[src/rtl/planta_bomba_recalque.sv]
// Cistern -> water-tank plant model: integrates levels and produces level sensors and misuse alarms.
// Optional macro PLANTA_FALHA_SENSOR_EN adds falha_sensor, which forces an inconsistent tank sensor pair.
module planta_bomba_recalque #(
  parameter int unsigned NBITS_NIVEL   = 8,
  parameter int unsigned CAIXA_CAP     = 100,
  parameter int unsigned CAIXA_MIN     = 20,
  parameter int unsigned CISTERNA_CAP  = 200,
  parameter int unsigned CISTERNA_MIN  = 10,
  parameter int unsigned CAIXA_INIT    = 0,
  parameter int unsigned CISTERNA_INIT = 200,
  parameter int unsigned PUMP_DIV      = 4,
  parameter int unsigned CONSUMO_DIV   = 8,
  parameter int unsigned ABAST_DIV     = 2
) (
  input  logic                   clk_2,
  input  logic                   reset,
  input  logic                   bomba_acionada,
  input  logic                   consumo,
  input  logic                   abastecimento,
`ifdef PLANTA_FALHA_SENSOR_EN
  input  logic                   falha_sensor,
`endif
  output logic                   cisterna_nivel_min,
  output logic                   caixa_nivel_min,
  output logic                   caixa_nivel_max,
  output logic [NBITS_NIVEL-1:0] nivel_caixa,
  output logic [NBITS_NIVEL-1:0] nivel_cisterna,
  output logic                   alarme_seco,
  output logic                   alarme_transbordo
);

  localparam int unsigned CNT_W = 16;

  typedef enum logic [1:0] {REPOUSO, ENCHENDO, A_SECO, TRANSBORDO} estado_t;

  logic [CNT_W-1:0]       pump_cnt_q, pump_cnt_d;
  logic [CNT_W-1:0]       cons_cnt_q, cons_cnt_d;
  logic [CNT_W-1:0]       abast_cnt_q, abast_cnt_d;
  logic [NBITS_NIVEL-1:0] caixa_q, caixa_d;
  logic [NBITS_NIVEL-1:0] cist_q, cist_d;
  estado_t                state_q;

  logic pump_ev, cons_ev, abast_ev, pump_ok;
  logic cist_vazia, caixa_cheia;

  assign cist_vazia  = (cist_q == '0);
  assign caixa_cheia = (caixa_q == NBITS_NIVEL'(CAIXA_CAP));

  // A unit moves on the DIV-th consecutive enabled edge; dropping the enable discards the partial count
  assign pump_ev  = bomba_acionada && (pump_cnt_q  == CNT_W'(PUMP_DIV - 1));
  assign cons_ev  = consumo        && (cons_cnt_q  == CNT_W'(CONSUMO_DIV - 1));
  assign abast_ev = abastecimento  && (abast_cnt_q == CNT_W'(ABAST_DIV - 1));
  assign pump_ok  = pump_ev && !cist_vazia && !caixa_cheia;

  always_comb begin
    pump_cnt_d  = (!bomba_acionada || pump_ev) ? '0 : pump_cnt_q + CNT_W'(1);
    cons_cnt_d  = (!consumo || cons_ev)        ? '0 : cons_cnt_q + CNT_W'(1);
    abast_cnt_d = (!abastecimento || abast_ev) ? '0 : abast_cnt_q + CNT_W'(1);
    caixa_d     = caixa_q;
    cist_d      = cist_q;
    // Net delta per tank, saturating at 0 and at the cap
    if (pump_ok && !cons_ev) begin
      caixa_d = caixa_q + NBITS_NIVEL'(1);
    end else if (cons_ev && !pump_ok && (caixa_q != '0)) begin
      caixa_d = caixa_q - NBITS_NIVEL'(1);
    end
    if (pump_ok && !abast_ev) begin
      cist_d = cist_q - NBITS_NIVEL'(1);
    end else if (abast_ev && !pump_ok && (cist_q != NBITS_NIVEL'(CISTERNA_CAP))) begin
      cist_d = cist_q + NBITS_NIVEL'(1);
    end
  end

  always_ff @(posedge clk_2) begin
    if (reset) begin
      pump_cnt_q  <= '0;
      cons_cnt_q  <= '0;
      abast_cnt_q <= '0;
      caixa_q     <= NBITS_NIVEL'(CAIXA_INIT);
      cist_q      <= NBITS_NIVEL'(CISTERNA_INIT);
    end else begin
      pump_cnt_q  <= pump_cnt_d;
      cons_cnt_q  <= cons_cnt_d;
      abast_cnt_q <= abast_cnt_d;
      caixa_q     <= caixa_d;
      cist_q      <= cist_d;
    end
  end

  // Pump-usage FSM judged on the pre-update levels; dry running outranks overflow
  always_ff @(posedge clk_2) begin
    if (reset) begin
      state_q <= REPOUSO;
    end else if (!bomba_acionada) begin
      state_q <= REPOUSO;
    end else if (cist_vazia) begin
      state_q <= A_SECO;
    end else if (caixa_cheia) begin
      state_q <= TRANSBORDO;
    end else begin
      state_q <= ENCHENDO;
    end
  end

  assign alarme_seco       = (state_q == A_SECO);
  assign alarme_transbordo = (state_q == TRANSBORDO);

  assign nivel_caixa        = caixa_q;
  assign nivel_cisterna     = cist_q;
  assign cisterna_nivel_min = (cist_q >= NBITS_NIVEL'(CISTERNA_MIN));

`ifdef PLANTA_FALHA_SENSOR_EN
  assign caixa_nivel_min = !falha_sensor && (caixa_q >= NBITS_NIVEL'(CAIXA_MIN));
  assign caixa_nivel_max = falha_sensor || caixa_cheia;
`else
  assign caixa_nivel_min = (caixa_q >= NBITS_NIVEL'(CAIXA_MIN));
  assign caixa_nivel_max = caixa_cheia;
`endif

endmodule

[config.mk]
export PLATFORM = sky130hd
export DESIGN_NAME = planta_bomba_recalque
export DESIGN_NICKNAME = d
export VERILOG_FILES = /design/src/rtl/planta_bomba_recalque.sv
export SDC_FILE = /design/constraint.sdc
export NUM_CORES = 1
export LEC_CHECK = 0
export ABC_AREA = 1
export BUFFER_PORTS_ARGS = -buffer_cell sky130_fd_sc_hd__buf_2
export CORE_MARGIN = 1
export CORE_UTILIZATION = 59
export DETAILED_ROUTE_END_ITERATION = 8
export GPL_ROUTABILITY_DRIVEN = 1
export GPL_TIMING_DRIVEN = 1
export PLACE_DENSITY = 0.78
export SETUP_SLACK_MARGIN = 0.4
export SLEW_MARGIN = 5
export SYNTH_ARGS = -nofsm -noshare
export SYNTH_HDL_FRONTEND = slang
export SYNTH_SLANG_ARGS = --single-unit
[constraint.sdc]
create_clock -name clk_2 -period 3.1 [get_ports clk_2]
set_clock_uncertainty 0.15 [all_clocks]
set_input_delay 0 -clock clk_2 [delete_from_list [all_inputs] [get_ports clk_2]]
set_output_delay 0 -clock clk_2 [all_outputs]
set_load 0.1 [all_outputs]
======== Word level (Yosys, flattened, before mapping) ========
Cells that the tools add are included.
operators by class
  bitwise logic cells ..................... 1
  reduce and logical (&&, ||, !) cells .... 31
  mux-type cells .......................... 6
  add/sub/neg operators ................... 7
  magnitude comparators ................... 2
  equality and inequality tests ........... 7
operators by type and width
  cell                     count
  $add A16 B1 Y16 const B  3
  $mux W8                  4
  $add A8 B1 Y8 const B    2
  $eq A16 B1 Y1 const B    1
  $eq A16 B2 Y1 const B    1
  $eq A16 B3 Y1 const B    1
  $sub A8 B1 Y8 const B    2
  $logic_and A1 B1 Y1      11
  $eq A8 B7 Y1 const B     1
  $ge A8 B4 Y1 const B     1
  $ge A8 B5 Y1 const B     1
  $logic_not A1 Y1         8
  $logic_not A8 Y1         1
  $ne A8 B8 Y1 const B     1
  $reduce_bool A8 Y1       1
  $reduce_or A2 Y1         4
  $eq A2 B2 Y1 const B     2
  $mux W2                  2
  $reduce_bool A2 Y1       2
  $logic_or A1 B1 Y1       3
  $reduce_or A3 Y1         1
  $not A1 Y1               1
storage, ports and cells
  bits of input ports ..................... 5
  word-level logic and storage cells ...... 61
  output and inout port bits .............. 21
  register bits after elaboration ......... 66

======== Logic depth before layout (Yosys ltp) ========
Gate-level depths: netlist of run 1.
  word-level depth ........................ 9
  mapped depth ............................ 19
  depth with buffers taken out ............ 19

======== Worst setup path after synthesis of run 1 ========
OpenSTA, ideal clock, no wires.
  kind .................................... register to register
  from .................................... reg caixa_q[5], in the netlist nivel_caixa[5]
  to ...................................... reg cist_q[7], in the netlist nivel_cisterna[7]
  data arrival time ....................... 3818 ps
  period minus slack after synthesis ...... 4092 ps
  stages on the path, launching flop included .. 18
  setup time .............................. 124 ps
  buffers on the path ..................... 0
  path slack .............................. -992 ps
  data required time ...................... 2826 ps
  cell sequence ........................... dfxtp_1 inv_1 nor2_1 nand2_1 nor2_2 nor2_2 nand3_1 a41oi_1 ha_1 nand3_1 nand2_1 nand2_1 o21ai_0 inv_1 nand2_1 nand3_1 nand2_1 nand3_1
on the way
  longest elaborated chain between the ends .. 7
  elaborated cells between the ends (all ways) .. 9
  those cells by class .................... 1 x eq/ne; 1 x mux; 7 x reduce/logical
ends and longest elaborated chain
  element                            line  RTL
  from (decl)                        39    logic [NBITS_NIVEL-1:0] caixa_q, caixa_d;
  from (signal assigned)             79    caixa_q <= NBITS_NIVEL'(CAIXA_INIT);
  from (signal assigned)             85    caixa_q <= caixa_d;
  $eq A8 B7 Y1 *                     47    assign caixa_cheia = (caixa_q == NBITS_NIVEL'(CAIXA_CAP));
  named net caixa_nivel_max          25    output logic caixa_nivel_max,
  $logic_not A1 Y1 *                 53    assign pump_ok = pump_ev && !cist_vazia && !caixa_cheia;
  $logic_and A1 B1 Y1 *              53
  $logic_not A1 Y1                   69    end else if (abast_ev && !pump_ok && (cist_q != NBITS_NIVEL'(CISTERNA_CAP))) begin
  $logic_and A1 B1 Y1 (2 in series)  69
  $reduce_bool A2 Y1 (no line)       --
  to (signal assigned)               80    cist_q <= NBITS_NIVEL'(CISTERNA_INIT);
  to (signal assigned)               86    cist_q <= cist_d;
  to (decl)                          40    logic [NBITS_NIVEL-1:0] cist_q, cist_d;
Mark *: on every way through the listed nets, which the timed path passes. The rest lies on a longest branch.
A chain may end at the register's enable or synchronous reset.

======== Worst setup path after layout of run 1 ========
  from .................................... reg pump_cnt_q[1]
  to ...................................... reg cist_q[6], in the netlist nivel_cisterna[6]
on the way
  longest elaborated chain between the ends .. 8
  elaborated cells between the ends (all ways) .. 10
  those cells by class .................... 1 x eq/ne; 1 x mux; 8 x reduce/logical
ends and longest elaborated chain
  element                              line  RTL
  from (decl)                          36    logic [CNT_W-1:0] pump_cnt_q, pump_cnt_d;
  from (signal assigned)               82    pump_cnt_q <= pump_cnt_d;
  $eq A16 B2 Y1 *                      50    assign pump_ev = bomba_acionada && (pump_cnt_q == CNT_W'(PUMP_DIV - 1));
  $logic_and A1 B1 Y1 *                50
  $logic_and A1 B1 Y1 * (2 in series)  53
  $logic_not A1 Y1                     69
  $logic_and A1 B1 Y1 (2 in series)    69
  $reduce_bool A2 Y1 (no line)         --
Every way passes the cells marked *; elsewhere a longest branch is shown, timed or not.

==> reports/qor_table.md, run 1 <==
| Stage | Metric | Value |
|:---|:---|:---|
| pwr | Power, Total | 1.61 mW |
| sta | Worst slew margin | 57.6% |
| clock tree | Cts bufs inserted | 9 |
| synth | Top cell type by total area after synthesis | sky130_fd_sc_hd__dfxtp_1 |
| worst setup path | Crit start category | register |
| grt | Via count of the first global-routing pass | 3,197 |
| floorplan | Row cnt | 28 |
| worst setup path | Slowest library cell on the worst path | sky130_fd_sc_hd__dfxtp_2 |
| floorplan | Die height | 81.7 um |
| worst setup path | WP data required | 3160 ps |
| grt | Met1 Resource Use GR | 30.9% |
| grt | Most used routing layer in global routing | met2 |
| grt | Number of antenna violations at the first check in global routing | 0 |
| sta | Maximum clock frequency | 364 MHz |
| synth | Async S/R FF share, synth | 0% |
| drt | Total detailed-routing wirelength | 8340 um |
| synth | Cells after Synth | 544 |
| clock tree | Root Driver | sky130_fd_sc_hd__clkbuf_8 |
| clock tree | Source-to-sink clock delay at the later pin of the worst-skew pair | 340 ps |
| drt | Count of TritonRoute iterations in the first routing pass | 4 |
| placed design | Final Wtd Congestion | 0.841 |
| final layout | Util after Layout | 75.7% |
| sta | Post-Route Hold Slack | 113 ps |
| grt | Maximum number of pins on one net before global-route repair | 17 |
| synth | Number of synthesized flops with an enable pin | 0 |
| pwr | Static leakage | 1.90 nW |
| synth | Sequential fraction of the synthesis area | 35.2% |
| synth | Count of state elements after synthesis | 66 |
| synth | Most frequently used flop master after synthesis | sky130_fd_sc_hd__dfxtp_1 |
| placed design | Input/output buffers | 25 |
| worst setup path | Number of cells on the worst reg-to-reg path | 18 |
| final layout | Area growth from synthesis to layout | 21.7% |
| synth | Synthesized netlist net count | 568 |
| floorplan | Area enclosed by the die boundary | 6680 sq um |
| sta | Clock period minus final worst setup slack | 2750 ps |
| worst setup path | Category of the most critical setup path | reg2reg |
| synth | Count of warnings emitted by yosys | 0 |
| synth | Mapped cell area | 3750 sq um |
| sta | Setup repair after global routing missed its margin | true |
| sta | Sum Neg Setup Slack | 0 ps |
| synth | Mapped Avg Cell Area | 6.90 sq um |
| sta | Final number of setup-violating endpoints | 0 |
| pwr | P per Cell Area | 353 nW/um^2 |
| grt | GR Layer Usage met3 | 4.56% |
| clock tree | CTS max path bufs | 2 |
| drt | Vias | 3,638 |
| clock tree | Number of H-tree levels | 3 |
| drt | Remaining DRCs | 0 |
| worst setup path | Delay of the slowest cell on the worst path | 350 ps |
| clock tree | CTS tree | built |
| grt | Global-route wire length before repair | 13,100 um |
| final layout | Number of nets at the end of the flow | 618 |
| grt | Global-route track usage on met2 | 43.4% |
| outcome | Result of the run | complete, no violations |
| clock tree | Clock sink count | 66 |
| drt | Number of routed nets with antenna violations | 0 |
| floorplan | Floorplan Core Area | 6030 sq um |
| sta | Count of pins over their slew limit | 0 |
| sta | Ratio of final minimum period to clock period | 88.7% |
| synth | Synth area leaders | sky130_fd_sc_hd__dfxtp_1 (35%), sky130_fd_sc_hd__nand2_1 (9.5%), sky130_fd_sc_hd__nor2_1 (8.8%), sky130_fd_sc_hd__inv_1 (6.8%), sky130_fd_sc_hd__a21oi_1 (5.9%) |
| hold path | Number of instances on the worst hold path | 6 |
| drt | Average detailed-routed wire length per instance | 12.4 um |
| worst setup path | Most common cell type on the critical path | sky130_fd_sc_hd__nand3_2 |
| sta | Actual transition at the worst max-transition pin | 634 ps |
| placed design | Hpwl dp | 5800 um |
| final layout | Diodes inserted | 0 |
| worst setup path | Critical-path maximum fanout | 4 |
| grt | GRT Residual Overflow | 0 |
| synth | Proportion of netlist area held by the largest area contributor | 35.2% |
| floorplan | Effective utilization at floorplan | 62.3% |
| worst setup path | Kind of end point of the critical path | register |
| drt | DR vias/cell | 5.41 |
| sta | Number of hold-slack violations in the final timing report | 0 |
| grt | Overall fraction of global-route tracks in use | 25.3% |
| floorplan | IO Pins | 26 |
| drt | Drt first-iter violations | 151 |
| hold path | Worst min-delay path class | in2reg |
| job | Number of max-cap violations | 0 |
| clock tree | Clock-pin slew on the worst setup and hold paths | 70 ps |
| worst setup path | Critical path, cell by cell | ha_4 > inv_2 > nor2_2 > nand4_1 > nor3_2 > nand3_2 > a41oi_4 > buf_12 > buf_8 > fa_2 > nand3_2 > nand2_2 > nand2_1 > nand2_1 > a21oi_2 > or2_4 > nand3_2 > nand3_1 |
| synth | Synth cell types | 36 |
| final layout | Share of cells above drive strength 1 | 24.6% |
| pwr | Max rail drop VDD | 0.259 mV |
| floorplan | Die width | 81.7 um |
| worst setup path | Arrival time at the worst endpoint | 2810 ps |
synthesized netlist by cell type, types with 2 or more instances:
library cell and instances:
sky130_fd_sc_hd__a21oi_1 44, sky130_fd_sc_hd__a31oi_1 2, sky130_fd_sc_hd__and3_1 2, sky130_fd_sc_hd__buf_2 2, sky130_fd_sc_hd__buf_6 2, sky130_fd_sc_hd__dfxtp_1 66
sky130_fd_sc_hd__fa_1 2, sky130_fd_sc_hd__ha_1 17, sky130_fd_sc_hd__inv_1 68, sky130_fd_sc_hd__inv_2 6, sky130_fd_sc_hd__nand2_1 95, sky130_fd_sc_hd__nand2_2 3
sky130_fd_sc_hd__nand3_1 38, sky130_fd_sc_hd__nand3_2 7, sky130_fd_sc_hd__nand4_1 9, sky130_fd_sc_hd__nor2_1 88, sky130_fd_sc_hd__nor2_2 13, sky130_fd_sc_hd__nor2_4 4
sky130_fd_sc_hd__nor3_1 18, sky130_fd_sc_hd__nor3_2 3, sky130_fd_sc_hd__nor3b_1 6, sky130_fd_sc_hd__o21a_1 2, sky130_fd_sc_hd__o21ai_0 15, sky130_fd_sc_hd__o21ai_1 10
sky130_fd_sc_hd__or2_2 2, sky130_fd_sc_hd__xnor2_1 5, sky130_fd_sc_hd__xor2_1 6
worst paths after layout:
path,start,slack [ps],endpoint
hold / removal,bomba_acionada,110,nivel_cisterna[7]
hold reg to reg,cons_cnt_q[0],280,cons_cnt_q[0]
setup / recovery,pump_cnt_q[1],350,nivel_cisterna[6]
setup reg to reg,pump_cnt_q[1],350,nivel_cisterna[6]
area by class of cell:
type / count / area, sq um
Clock inverter: 3 / 15.0
Multi-Input combinational cell: 398 / 2340
Fill cell: 431 / 1460
Tap cell: 75 / 93.8
Clock buffer: 12 / 155
Timing Repair Buffer: 44 / 315
Sequential cell: 66 / 1360
Inverter: 75 / 282
cells in the final DEF, fill, tap and decap left out, types with 3 or more instances in the layout:
cell type	instances
sky130_fd_sc_hd__nand2_1	91
sky130_fd_sc_hd__nor2_1	86
sky130_fd_sc_hd__inv_1	65
sky130_fd_sc_hd__dfxtp_1	47
sky130_fd_sc_hd__a21oi_1	39
sky130_fd_sc_hd__nand3_1	34
sky130_fd_sc_hd__buf_2	25
sky130_fd_sc_hd__nor3_1	17
sky130_fd_sc_hd__nor2_2	13
sky130_fd_sc_hd__dfxtp_2	13
sky130_fd_sc_hd__o21ai_1	12
sky130_fd_sc_hd__o21ai_0	11
sky130_fd_sc_hd__clkbuf_8	11
sky130_fd_sc_hd__buf_4	11
sky130_fd_sc_hd__nand3_2	10
sky130_fd_sc_hd__inv_2	9
sky130_fd_sc_hd__nand4_1	9
sky130_fd_sc_hd__ha_4	8
sky130_fd_sc_hd__ha_1	7
sky130_fd_sc_hd__nor2_4	6
sky130_fd_sc_hd__nand2_2	6
sky130_fd_sc_hd__nor3b_1	6
sky130_fd_sc_hd__xor2_1	6
sky130_fd_sc_hd__dfxtp_4	6
sky130_fd_sc_hd__xnor2_1	5
sky130_fd_sc_hd__nor3_2	4
sky130_fd_sc_hd__a21oi_2	4
sky130_fd_sc_hd__clkinv_2	3
sky130_fd_sc_hd__dlygate4sd3_1	3
critical path, delay by kind of cell (launching register included):
family	cells	cell delay, ps
simple gates	11	1190
fa+ha+maj	2	360
flops	1	350
buf+inv	3	280
compound gates	2	280
power breakdown:
| part | internal [mW] | switching, mW |
|---|---|---|
| logic | 0.0341 | 0.0735 |
| clock network | 0.326 | 0.314 |
| registers | 0.851 | 0.0102 |
| total | 1.21 | 0.398 |
metrics by stage:
step	cells	cell area, sq um	setup slack (ps)
floorplan	544	3890	84.1
global placement	641	4090	244
detailed placement	641	4090	102
CTS	667	4470	384
global route	673	4560	201
finish	673	4560	352
registers in the layout, summed over array words and instances (netlist names):
signal          count
abast_cnt_q        16
pump_cnt_q         16
nivel_cisterna      8
cons_cnt_q         16
nivel_caixa         8
state_q             2
routing by layer:
metal / vias to the layer above / routed length (um)
met3: 11 / 311
met2: 70 / 4050
met5: - / 0
li1: 1869 / -
met1: 1688 / 3890
met4: 0 / 95
what timing repair did:
action                                  in CTS  in global routing
pin swaps                                    5                 28
buffers inserted                             8                  6
endpoints found under the setup margin       5                  7
hold buffers                                 3                  0
endpoints found under the hold margin       14                  0
gates resized for setup                     17                 14
kinds of logic after synthesis:
group	Yosys count	synth area share (%)
flip-flops	66	35.2
AO/OA/AOI/OAI	77	10.8
XOR/XNOR	11	2.57
adder cells (fa/ha/maj)	19	6.74
AND/OR/NAND/NOR	291	36.2
buffers and inverters	80	8.47
No activity file was read; power rests on OpenSTA's default activity.
==> run 2: changes to the inputs <==
==> constraint.sdc (replaced) <==
create_clock -name clk_2 -period 3.1 [get_ports clk_2]
set_clock_uncertainty 0.15 [all_clocks]
set_input_delay 0.31 -clock clk_2 [delete_from_list [all_inputs] [get_ports clk_2]]
set_output_delay 0.31 -clock clk_2 [all_outputs]
set_load 0.1 [all_outputs]
==> reports/qor_table.md, run 2 (synthesis gave the netlist of run 1 again) <==
| Stage | Metric | Value |
|:---|:---|:---|
| outcome | Result of the run | complete, no violations |
| clock tree | CTS tree | built |
| floorplan | Row cnt | 28 |
| drt | Number of routed nets with antenna violations | 0 |
| placed design | Hpwl dp | 5800 um |
| grt | Maximum number of pins on one net before global-route repair | 17 |
| final layout | Commonest cells after routing, fill and taps aside | sky130_fd_sc_hd__nand2_1 (91), sky130_fd_sc_hd__nor2_1 (86), sky130_fd_sc_hd__inv_1 (65) |
| drt | Routed met1 length | 3900 um |
| drt | Uppermost layer routed | met4 |
| drt | DR vias/cell | 5.38 |
| pwr | P per Cell Area | 354 nW/um^2 |
| drt | Drt first-iter violations | 166 |
| clock tree | Root Driver | sky130_fd_sc_hd__clkbuf_8 |
| final layout | Share of cells above drive strength 1 | 24.6% |
| drt | Remaining DRCs | 0 |
| worst setup path | Delay of the slowest cell on the worst path | 350 ps |
| floorplan | Area enclosed by the die boundary | 6680 sq um |
| worst setup path | Critical-path maximum fanout | 4 |
| worst setup path | CP bufs+invs | 3 |
| final layout | Largest registers ranked by flip-flop count | abast_cnt_q (16), cons_cnt_q (16), pump_cnt_q (16) |
| sta | Setup repair after global routing missed its margin | true |
| sta | Sum Neg Setup Slack | 0 ps |
| clock tree | Hold-fix buffer count after cts | 0 |
| drt | Total detailed-routing wirelength | 8220 um |
| drt | Average detailed-routed wire length per instance | 12.3 um |
| grt | Number of antenna violations at the first check in global routing | 0 |
| grt | Global-route wire length before repair | 13,000 um |
| worst setup path | Kind of end point of the critical path | register |
| worst setup path | Endpoint of the worst register-to-register path | nivel_cisterna[5] |
| worst setup path | Category of the most critical setup path | reg2reg |
| worst setup path | Critical path, cell by cell | ha_4 > inv_2 > nor2_2 > nand4_1 > nor3_2 > nand3_2 > a41oi_4 > buf_12 > buf_8 > ha_4 > a21oi_4 > nand2_4 > a21oi_2 > xnor2_1 > o21ai_1 > nor2_1 |
| clock tree | Clock sink count | 66 |
| drt | Vias | 3,596 |
| clock tree | CTS max path bufs | 2 |
| hold path | Number of instances on the worst hold path | 4 |
| sta | Number of hold-slack violations in the final timing report | 0 |
| worst setup path | Arrival time at the worst endpoint | 2780 ps |
| worst setup path | Most common cell type on the critical path | sky130_fd_sc_hd__ha_4 |
| pwr | Power, Total | 1.60 mW |
| placed design | Input/output buffers | 25 |
| worst setup path | Crit path max-delay family | compound AO/OA/AOI/OAI gates |
| hold path | Hold path startpoint | reset |
| drt | Count of TritonRoute iterations in the first routing pass | 4 |
| final layout | Leading cell type in the layout, fill and taps excluded | sky130_fd_sc_hd__nand2_1 |
| pwr | Max rail drop VDD | 0.259 mV |
| floorplan | Effective utilization at floorplan | 62.3% |
| sta | Post-Route Hold Slack | 132 ps |
| final layout | Area growth from synthesis to layout | 20.7% |
| grt | GRT Residual Overflow | 0 |
| sta | Final number of setup-violating endpoints | 0 |
| hold path | Worst min-delay path class | in2reg |
| grt | Overall fraction of global-route tracks in use | 25.1% |
| job | Number of max-cap violations | 0 |
| final layout | Number of fillers in the final layout | 430 |
| final layout | Diodes inserted | 0 |
| worst setup path | Crit start category | register |
| drt | Routed length on met3 | 284 um |
| final layout | Number of nets at the end of the flow | 614 |
| sta | Maximum clock frequency | 370 MHz |
| worst setup path | Number of cells on the worst reg-to-reg path | 16 |
| worst setup path | Slowest library cell on the worst path | sky130_fd_sc_hd__dfxtp_2 |
| sta | Worst slew margin | 57.7% |
| floorplan | Die width | 81.7 um |
| floorplan | Die height | 81.7 um |
| drt | WL met2 | 3930 um |
| worst setup path | Reg2Reg Launch Point | pump_cnt_q[1] |
| floorplan | IO Pins | 26 |
| sta | Actual transition at the worst max-transition pin | 633 ps |
| clock tree | Clock-pin slew on the worst setup and hold paths | 70 ps |
| hold path | Sink of the worst hold path | state_q[0] |
| clock tree | Number of H-tree levels | 3 |
| sta | Ratio of final minimum period to clock period | 87.3% |
| worst setup path | Flop2flop setup slack | 390 ps |
| clock tree | Source-to-sink clock delay at the later pin of the worst-skew pair | 340 ps |
| sta | Count of pins over their slew limit | 0 |
| clock tree | Cts bufs inserted | 9 |
| floorplan | Floorplan Core Area | 6030 sq um |
| grt | Via count of the first global-routing pass | 3,180 |
| sta | Clock period minus final worst setup slack | 2710 ps |
| placed design | Final Wtd Congestion | 0.841 |
| pwr | Static leakage | 1.88 nW |
| worst setup path | WP data required | 3180 ps |
run 2: cell type report:
cell class | count | area [sq um] | area share (%)
flip-flops and latches | 66 | 1360 | 30.0
well taps | 75 | 93.8 | 2.07
inverters | 75 | 282 | 6.22
clock inverters | 3 | 15.0 | 0.332
repair buffers | 40 | 278 | 6.14
multi-input cells | 398 | 2340 | 51.8
clock buffers | 12 | 155 | 3.43
run 2: layer usage:
metal,track usage [%],up-vias
met2,42.6,67
met3,4.67,13
met4,10.9,0
met5,0,-
li1,-,1861
met1,30.8,1655
run 2: through the flow:
step	utilization [%]	instance area (sq um)	setup WS, ps	instances
finish	75.1	4530	394	669
global route	75.1	4530	214	669
CTS	73.6	4440	384	664
detailed placement	67.8	4090	102	641
global placement	67.8	4090	244	641
floorplan	-	3890	84.1	544
run 2: how the worst max path moves through the flow:
stage	startpoint	to	cells past startpoint
3_5_place_dp	pump_cnt_q[0]	nivel_cisterna[7]	15
4_1_cts	pump_cnt_q[0]	nivel_cisterna[7]	18
3_3_place_gp	pump_cnt_q[0]	nivel_cisterna[7]	16
2_1_floorplan	nivel_caixa[2]	nivel_caixa[6]	14
6_report	pump_cnt_q[1]	nivel_cisterna[5]	16
5_1_grt	pump_cnt_q[1]	nivel_cisterna[7]	19
run 2: what timing repair did:
item                                    in CTS  in global routing
cloned                                       0                  0
buffers inserted                             8                  5
pin swaps                                    5                 20
gates resized for setup                     17                 14
endpoints found under the setup margin       5                  7
run 2: power by group:
group | internal [mW] | leakage (nW) | switching, mW
sequential | 0.851 | 0.541 | 0.0101
combinational | 0.0312 | 1.25 | 0.0726
clock | 0.326 | 0.0920 | 0.313
run 2: worst register-to-register path: cells and delay by family, from the launching register on:
kind,cells,cell delay [ps]
xor gates and xnor gates,1,100
DFF,1,350
and+or+nand+nor,6,670
adders and majority gates,2,360
AOI/OAI and AO/OA,4,670
buffers and inverters,3,290
